File: src/rtl/alu_dispatch.sv
// alu_dispatch -- RV32I decode/issue stage feeding the ALU.
//
// Decodes one fetched instruction per cycle together with its register-file
// read data and presents registered ALU operands (a_o, b_o), the ALU opcode
// (op_o) and writeback/branch side-band signals to the execute stage.
// A one-entry output register plus a one-entry skid register let in_ready_o
// come straight from a flop while still sustaining one instruction per cycle.
//
// Ports:
//   clk_i, rst_n_i          clock, asynchronous active-low reset
//   flush_i                 synchronous kill of every buffered instruction
//   in_valid_i/in_ready_o   upstream handshake
//   instr_i, pc_i           instruction word and its address
//   rs1_data_i, rs2_data_i  register-file read data
//   out_valid_o/out_ready_i downstream handshake
//   a_o, b_o, op_o          ALU operands and operation code
//   pc_o, rd_o              pc and destination of the dispatched instruction
//   wb_en_o                 result is written back (never for rd == x0)
//   branch_o, invert_o      conditional branch; invert_o means taken on 0
//   illegal_o               unsupported encoding (still handshaken through)
//
// Optional feature (macro ALU_DISPATCH_PERF_EN):
//   perf_issued_o           count of downstream transfers
//   perf_stall_o            count of cycles with output held by backpressure
module alu_dispatch #(
  parameter logic [31:0] RESET_PC = 32'h0000_0000
) (
  input  logic        clk_i,
  input  logic        rst_n_i,
  input  logic        flush_i,
  input  logic        in_valid_i,
  output logic        in_ready_o,
  input  logic [31:0] instr_i,
  input  logic [31:0] pc_i,
  input  logic [31:0] rs1_data_i,
  input  logic [31:0] rs2_data_i,
  output logic        out_valid_o,
  input  logic        out_ready_i,
  output logic [31:0] a_o,
  output logic [31:0] b_o,
  output logic [3:0]  op_o,
  output logic [31:0] pc_o,
  output logic [4:0]  rd_o,
  output logic        wb_en_o,
  output logic        branch_o,
  output logic        invert_o,
  output logic        illegal_o
`ifdef ALU_DISPATCH_PERF_EN
  ,
  output logic [31:0] perf_issued_o,
  output logic [31:0] perf_stall_o
`endif
);

  localparam logic [3:0] ALU_ADD  = 4'd0;
  localparam logic [3:0] ALU_SUB  = 4'd1;
  localparam logic [3:0] ALU_SLL  = 4'd2;
  localparam logic [3:0] ALU_LT   = 4'd3;
  localparam logic [3:0] ALU_LTU  = 4'd4;
  localparam logic [3:0] ALU_XOR  = 4'd5;
  localparam logic [3:0] ALU_SRL  = 4'd6;
  localparam logic [3:0] ALU_SRA  = 4'd7;
  localparam logic [3:0] ALU_OR   = 4'd8;
  localparam logic [3:0] ALU_AND  = 4'd9;
  localparam logic [3:0] ALU_EQ   = 4'd10;
  localparam logic [3:0] ALU_GTE  = 4'd11;
  localparam logic [3:0] ALU_GTEU = 4'd12;
  localparam logic [3:0] ALU_JALR = 4'd13;

  typedef struct packed {
    logic [31:0] a;
    logic [31:0] b;
    logic [31:0] pc;
    logic [3:0]  op;
    logic [4:0]  rd;
    logic        wb;
    logic        br;
    logic        inv;
    logic        ill;
  } ent_t;

  // funct3 -> ALU op for OP / OP-IMM (SUB/SRA selected separately by funct7)
  function automatic logic [3:0] f3_op(input logic [2:0] f3);
    case (f3)
      3'b000:  return ALU_ADD;
      3'b001:  return ALU_SLL;
      3'b010:  return ALU_LT;
      3'b011:  return ALU_LTU;
      3'b100:  return ALU_XOR;
      3'b101:  return ALU_SRL;
      3'b110:  return ALU_OR;
      default: return ALU_AND;
    endcase
  endfunction

  function automatic ent_t rst_ent();
    ent_t e;
    e    = '0;
    e.op = ALU_ADD;
    e.pc = RESET_PC;
    return e;
  endfunction

  logic [6:0] opc;
  logic [2:0] f3;
  logic [6:0] f7;
  logic signed [31:0] imm_i, imm_s, imm_u, imm_j;
  logic legal;
  ent_t dec;

  assign opc = instr_i[6:0];
  assign f3  = instr_i[14:12];
  assign f7  = instr_i[31:25];
  assign imm_i = {{20{instr_i[31]}}, instr_i[31:20]};
  assign imm_s = {{20{instr_i[31]}}, instr_i[31:25], instr_i[11:7]};
  assign imm_u = {instr_i[31:12], 12'h000};
  assign imm_j = {{11{instr_i[31]}}, instr_i[31], instr_i[19:12],
                  instr_i[20], instr_i[30:21], 1'b0};

  always_comb begin
    dec    = '0;
    dec.pc = pc_i;
    dec.rd = instr_i[11:7];
    dec.op = ALU_ADD;
    legal  = 1'b1;
    case (opc)
      7'b0110011: begin
        dec.a  = rs1_data_i;
        dec.b  = rs2_data_i;
        dec.wb = 1'b1;
        if (f7 == 7'b0000000)                    dec.op = f3_op(f3);
        else if (f7 == 7'b0100000 && f3 == 3'b000) dec.op = ALU_SUB;
        else if (f7 == 7'b0100000 && f3 == 3'b101) dec.op = ALU_SRA;
        else                                     legal  = 1'b0;
      end
      7'b0010011: begin
        dec.a  = rs1_data_i;
        dec.wb = 1'b1;
        if (f3 == 3'b001 || f3 == 3'b101) begin
          // shifts take shamt only; funct7 shares the immediate's top bits
          dec.b  = {27'b0, instr_i[24:20]};
          dec.op = f3_op(f3);
          if (f3 == 3'b101 && f7 == 7'b0100000) dec.op = ALU_SRA;
          else if (f7 != 7'b0000000)            legal  = 1'b0;
        end else begin
          dec.b  = imm_i;
          dec.op = f3_op(f3);
        end
      end
      7'b0110111: begin
        dec.b  = imm_u;
        dec.wb = 1'b1;
      end
      7'b0010111: begin
        dec.a  = pc_i;
        dec.b  = imm_u;
        dec.wb = 1'b1;
      end
      7'b1101111: begin
        dec.a  = pc_i;
        dec.b  = imm_j;
        dec.wb = 1'b1;
      end
      7'b1100111: begin
        dec.a  = rs1_data_i;
        dec.b  = imm_i;
        dec.op = ALU_JALR;
        dec.wb = 1'b1;
        legal  = (f3 == 3'b000);
      end
      7'b1100011: begin
        dec.a  = rs1_data_i;
        dec.b  = rs2_data_i;
        dec.br = 1'b1;
        case (f3)
          3'b000:  dec.op = ALU_EQ;
          3'b001:  begin dec.op = ALU_EQ; dec.inv = 1'b1; end
          3'b100:  dec.op = ALU_LT;
          3'b101:  dec.op = ALU_GTE;
          3'b110:  dec.op = ALU_LTU;
          3'b111:  dec.op = ALU_GTEU;
          default: legal  = 1'b0;
        endcase
      end
      7'b0000011: begin
        dec.a  = rs1_data_i;
        dec.b  = imm_i;
        dec.wb = 1'b1;
      end
      7'b0100011: begin
        dec.a = rs1_data_i;
        dec.b = imm_s;
      end
      default: legal = 1'b0;
    endcase
    if (!legal) begin
      dec.a   = '0;
      dec.b   = '0;
      dec.op  = ALU_ADD;
      dec.wb  = 1'b0;
      dec.br  = 1'b0;
      dec.inv = 1'b0;
      dec.ill = 1'b1;
    end
    if (dec.rd == 5'd0) dec.wb = 1'b0;
  end

  ent_t out_q, out_d, skid_q, skid_d;
  logic out_vld_q, out_vld_d, skid_vld_q, skid_vld_d, in_rdy_q, in_rdy_d;
  logic accept, out_free;

  assign accept   = in_valid_i & in_rdy_q;
  assign out_free = ~out_vld_q | out_ready_i;

  // in_rdy_q is set whenever the skid will be empty, so an accept never
  // coincides with a full skid; the skid always drains ahead of new input.
  always_comb begin
    out_d      = out_q;
    skid_d     = skid_q;
    out_vld_d  = out_vld_q;
    skid_vld_d = skid_vld_q;
    if (flush_i) begin
      out_vld_d  = 1'b0;
      skid_vld_d = 1'b0;
    end else if (out_free) begin
      if (skid_vld_q) begin
        out_d      = skid_q;
        out_vld_d  = 1'b1;
        skid_vld_d = 1'b0;
      end else begin
        out_vld_d = accept;
        if (accept) out_d = dec;
      end
    end else if (accept) begin
      skid_d     = dec;
      skid_vld_d = 1'b1;
    end
    in_rdy_d = ~skid_vld_d;
  end

  always_ff @(posedge clk_i or negedge rst_n_i) begin
    if (!rst_n_i) begin
      out_q      <= rst_ent();
      skid_q     <= rst_ent();
      out_vld_q  <= 1'b0;
      skid_vld_q <= 1'b0;
      in_rdy_q   <= 1'b1;
    end else begin
      out_q      <= out_d;
      skid_q     <= skid_d;
      out_vld_q  <= out_vld_d;
      skid_vld_q <= skid_vld_d;
      in_rdy_q   <= in_rdy_d;
    end
  end

  assign in_ready_o  = in_rdy_q;
  assign out_valid_o = out_vld_q;
  assign a_o         = out_q.a;
  assign b_o         = out_q.b;
  assign op_o        = out_q.op;
  assign pc_o        = out_q.pc;
  assign rd_o        = out_q.rd;
  assign wb_en_o     = out_q.wb;
  assign branch_o    = out_q.br;
  assign invert_o    = out_q.inv;
  assign illegal_o   = out_q.ill;

`ifdef ALU_DISPATCH_PERF_EN
  logic [31:0] issued_q, stall_q;

  always_ff @(posedge clk_i or negedge rst_n_i) begin
    if (!rst_n_i) begin
      issued_q <= '0;
      stall_q  <= '0;
    end else begin
      if (out_vld_q & out_ready_i)  issued_q <= issued_q + 32'd1;
      if (out_vld_q & ~out_ready_i) stall_q  <= stall_q + 32'd1;
    end
  end

  assign perf_issued_o = issued_q;
  assign perf_stall_o  = stall_q;
`endif

endmodule

File: config.mk
export PLATFORM = sky130hd
export DESIGN_NAME = alu_dispatch
export DESIGN_NICKNAME = d
export VERILOG_FILES = /design/src/rtl/alu_dispatch.sv
export SDC_FILE = /design/constraint.sdc
export NUM_CORES = 1
export LEC_CHECK = 0
export CORE_MARGIN = 4
export CORE_UTILIZATION = 46
export CTS_CLUSTER_DIAMETER = 80
export DETAILED_ROUTE_END_ITERATION = 8
export PLACE_DENSITY = 0.76
export SYNTH_ARGS = -nofsm -noshare
export SYNTH_HDL_FRONTEND = slang
export SYNTH_SLANG_ARGS = --single-unit
File: constraint.sdc
create_clock -name clk_i -period 1.9 [get_ports clk_i]
set_clock_uncertainty 0.05 [all_clocks]
set_input_delay 0.38 -clock clk_i [delete_from_list [all_inputs] [get_ports clk_i]]
set_output_delay 0.38 -clock clk_i [all_outputs]
set_load 0.005 [all_outputs]
==> metrics.md <==
| Metric | Value |
|---|---|
| Detail Route Antenna Nets | `0` |
| CP Launch Type | `input port` |
| Detailed-placement wirelength estimate | `24000 um` |
| Slew at the pin closest to its max-slew limit | `0.444 ns` |
| Share of final-layout standard cells stronger than drive strength 1 | `17.1%` |
| Number of enable-type register cells in the synthesized netlist | `0` |
| Initial detailed-routing violation count | `716` |
| Seq cells post-synth | `221` |
| Std cell rows | `55` |
| Core footprint | `0.0228 mm2` |
| Global placement routability congestion | `0.881` |
| Period utilisation layout | `99.1%` |
| Finished Layout Cells | `1746` |
| Pin count of the biggest net entering global routing | `70` |
| Dominant register cell in the synthesized netlist | `sky130_fd_sc_hd__dfrtp_1` |
| Input/output buffers | `243` |
| Power density cells | `734 mW/mm2` |
| CTS clk-pin slew, worst paths | `0.06 ns` |
| Critical path peak fanout | `9` |
| Critical path endpoint category | `flop` |
| Clk Latency, worst-skew pair | `0.53 ns` |
| Die outline width | `160 um` |
| Number of DRC violations after detailed routing | `0` |
| Period minus WS final | `1.88 ns` |
| Busiest layer in global routing | `met2` |
| Detailed-router iteration count before antenna repair | `8` |
| Slew Viols, Final | `0` |
| Die outline height | `160 um` |
| Total congestion overflow after global routing | `0` |
| Classification of the worst setup path | `in -> reg` |
| Leading cell types by total area after synthesis | `sky130_fd_sc_hd__dfrtp_1 52%, sky130_fd_sc_hd__nand2_1 8.5%, sky130_fd_sc_hd__o31ai_1 7.8%` |
| Initial Utilization | `46.9%` |
| Cell count after synthesis | `1102` |
| Netlist Area Pre-Place | `0.0107 mm2` |
| Count of yosys warnings during synthesis | `0` |
| Share of synthesized registers carrying an async set or reset | `100%` |
| Critical path's largest stage delay | `0.50 ns` |
| Post-DR wirelength/cell | `20.3 um` |
| Final nets | `1542` |
| Leakage power summed over all cells | `7.02 nW` |
| Post-synthesis adder-cell area fraction | `0%` |
| Number of buffers and inverters on the critical path | `3` |
| Parity-gate share of the synthesized area counting xor and xnor cells | `0%` |
| TritonCTS clock tree | `yes` |
| Net Count, Synth | `1235` |
| Pre-CTS worst setup slack | `-0.723 ns` |
| Met3 Usage GRT | `5.21%` |
| Synth Area per Inst | `9.70 um2` |
| Share of cell area taken by muxes after synthesis | `4.04%` |
| Number of max-cap violations | `0` |
| Most common cell after layout, fill and taps aside | `sky130_fd_sc_hd__nand2_1` |
| Worst-case clock buffer depth | `3` |
| Die Footprint | `0.0257 mm2` |
| Portion of synthesized cell area occupied by the leading cell type | `51.5%` |
| Top library cells by usage in the layout, fill and taps aside | `243 x sky130_fd_sc_hd__nand2_1, 219 x sky130_fd_sc_hd__dfrtp_1, 211 x sky130_fd_sc_hd__clkdlybuf4s50_1, 110 x sky130_fd_sc_hd__buf_4, 98 x sky130_fd_sc_hd__o31ai_1` |
| Syn-to-layout area delta | `45.3%` |
| Final hold violation count | `0` |
| Detailed-route vias per instance | `5.77` |
| Distinct cell type count of the synthesized netlist | `55` |
| Relative slew margins | `70.2%` |
| Highest attainable clock frequency | `0.531 GHz` |
| Crit-path slowest cell | `sky130_fd_sc_hd__clkdlybuf4s50_1` |
| Final Setup Violations | `0` |
| Simple-Gate Fraction of Synth Area | `15.7%` |
| Dominant combinational cell family by area after synthesis | `compound AO/OA/AOI/OAI gates` |
| Total number of vias | `10100` |
| Data arrival, critical path | `2.23 ns` |
| Req. time, crit path | `2.25 ns` |
| First-pass GRT wire length | `55000 um` |
| Number of global-route vias before repair | `9963` |
| Cell with the most instances on the worst path | `sky130_fd_sc_hd__a211oi_4` |
| Deepest level of the CTS H-tree | `1` |
| Outcome | `completed` |
| Global routing met2 resource utilization | `42.5%` |
| VDD IR max | `0.000569 V` |
| GR met1 Demand/Resource | `35.1%` |
| Total global routing track utilization | `26.2%` |
| Detailed Route WL | `35400 um` |
| Post-synthesis compound-gate area fraction | `23.7%` |
| Boundary Pins | `244` |
| Count of clock tree sinks | `221` |
| Clock tree root driver cell | `sky130_fd_sc_hd__clkbuf_16` |
| Library cell with the largest summed area after synthesis | `sky130_fd_sc_hd__dfrtp_1` |
| Placed Cells | `1684` |
| List of cells traversed by the critical path | `clkdlybuf4s50_1 -> nor2_4 -> o211ai_1 -> a211oi_4 -> a211oi_4 -> buf_12 -> buf_16 -> a221o_1` |
| Total CTS buffers | `24` |
| Critical path's top delay family | `compound AO/OA/AOI/OAI gates` |
| Antenna violations before repair | `8` |
| Final worst setup slack | `0.0171 ns` |
| Post-synthesis sequential area ratio | `51.8%` |
| Class of the tightest hold or removal check | `in -> async` |
==> routing by layer <==
layer  part of all wire, %  vias to the layer above
met3                   7.3                       79
met5                     0                        -
li1                      -                     4647
met2                    48                      412
met4                   3.8                        0
met1                    41                     4943
==> area by class of cell <==
cell class	instances	area, um2
fill	1792	7260
inverter	3	11.3
clock inverter	5	52.6
clock buffer	37	689
multi-input combinational	771	4860
timing repair buffer	388	3960
antenna	8	20.0
tap	313	392
sequential	221	5540
==> sequential cells by signal (all words and copies together) (netlist names) <==
| register | cells |
|---|---|
| op_o | 4 |
| invert_o | 1 |
| a_o | 32 |
| skid_q | 109 |
| skid_vld_q | 1 |
| branch_o | 1 |
| out_valid_o | 1 |
| pc_o | 32 |
| b_o | 32 |
| in_ready_o | 1 |
| wb_en_o | 1 |
| rd_o | 5 |
| illegal_o | 1 |
==> cell usage after synthesis (all sizes together) (3+ instances only) <==
| library cell | number |
|---|---|
| nand3 | 7 |
| nor2b | 6 |
| o21a | 3 |
| inv | 3 |
| buf | 24 |
| and2 | 4 |
| nand2b | 4 |
| and3 | 73 |
| a2bb2oi | 5 |
| a21oi | 78 |
| a22oi | 38 |
| clkbuf | 83 |
| nor2 | 9 |
| nand2 | 244 |
| dfrtp | 220 |
| nor3 | 4 |
| o2bb2ai | 5 |
| mux2i | 42 |
| o211ai | 3 |
| a221oi | 22 |
| o21ai | 60 |
| nand4b | 3 |
| o31ai | 131 |
| o22ai | 3 |
==> logic make-up after synthesis <==
group,after synthesis
flip-flops,221
AND/OR/NAND/NOR,367
AO/OA/AOI/OAI,361
buffers and inverters,110
multiplexers,43
==> per-stage QoR <==
stage / instance area [um2] / setup TNS (ns) / utilization, % / power [W] / hold WS [ns]
after floorplan: 10800 / -2.76 / - / 0.00588 / 0.0344
after global placement: 14400 / -97.92 / 63.3 / 0.00697 / 0.282
after detailed placement: 14400 / -101.66 / 63.3 / 0.00702 / 0.282
after CTS: 15300 / -0.0232 / 67.2 / 0.0114 / 0.321
after global routing: 15500 / -0.0137 / 68.1 / 0.0118 / 0.365
final: 15500 / 0 / 68.1 / 0.0114 / 0.316
==> path summary, 6_finish.rpt <==
check / startpoint / end / slack (ns) / cells after the start
worst min-delay path: rst_n_i / b_o[15] / 0.32 / 2
worst max-delay path: instr_i[29] / illegal_o / 0.02 / 8
max in group asynchronous: rst_n_i / b_o[4] / 0.85 / 3
min in group clk_i: pc_i[10] / skid_q[23] / 0.38 / 3
worst min register to register: skid_q[93] / skid_q[93] / 0.42 / 2
worst max register to register: skid_vld_q / b_o[17] / 0.09 / 6
==> what timing repair did <==
item | 4_1_cts | 5_1_grt
buffers inserted | 3 | 2
endpoints found under the setup margin | 144 | 103
endpoints found under the hold margin | 44 | 0
cloned | 2 | 4
hold buffers | 1 | 0
resized for setup | 39 | 36
pin swaps | 7 | 2
==> report_power, final <==
group	leakage, nW	switching, W	total, W	internal (W)
clock network	0.358	0.00190	0.00441	0.00251
registers	2.97	0.000191	0.00523	0.00504
logic	3.70	0.000852	0.00175	0.000900
total	7.02	0.00294	0.0114	0.00845
Power figures use the tool's default switching activity.
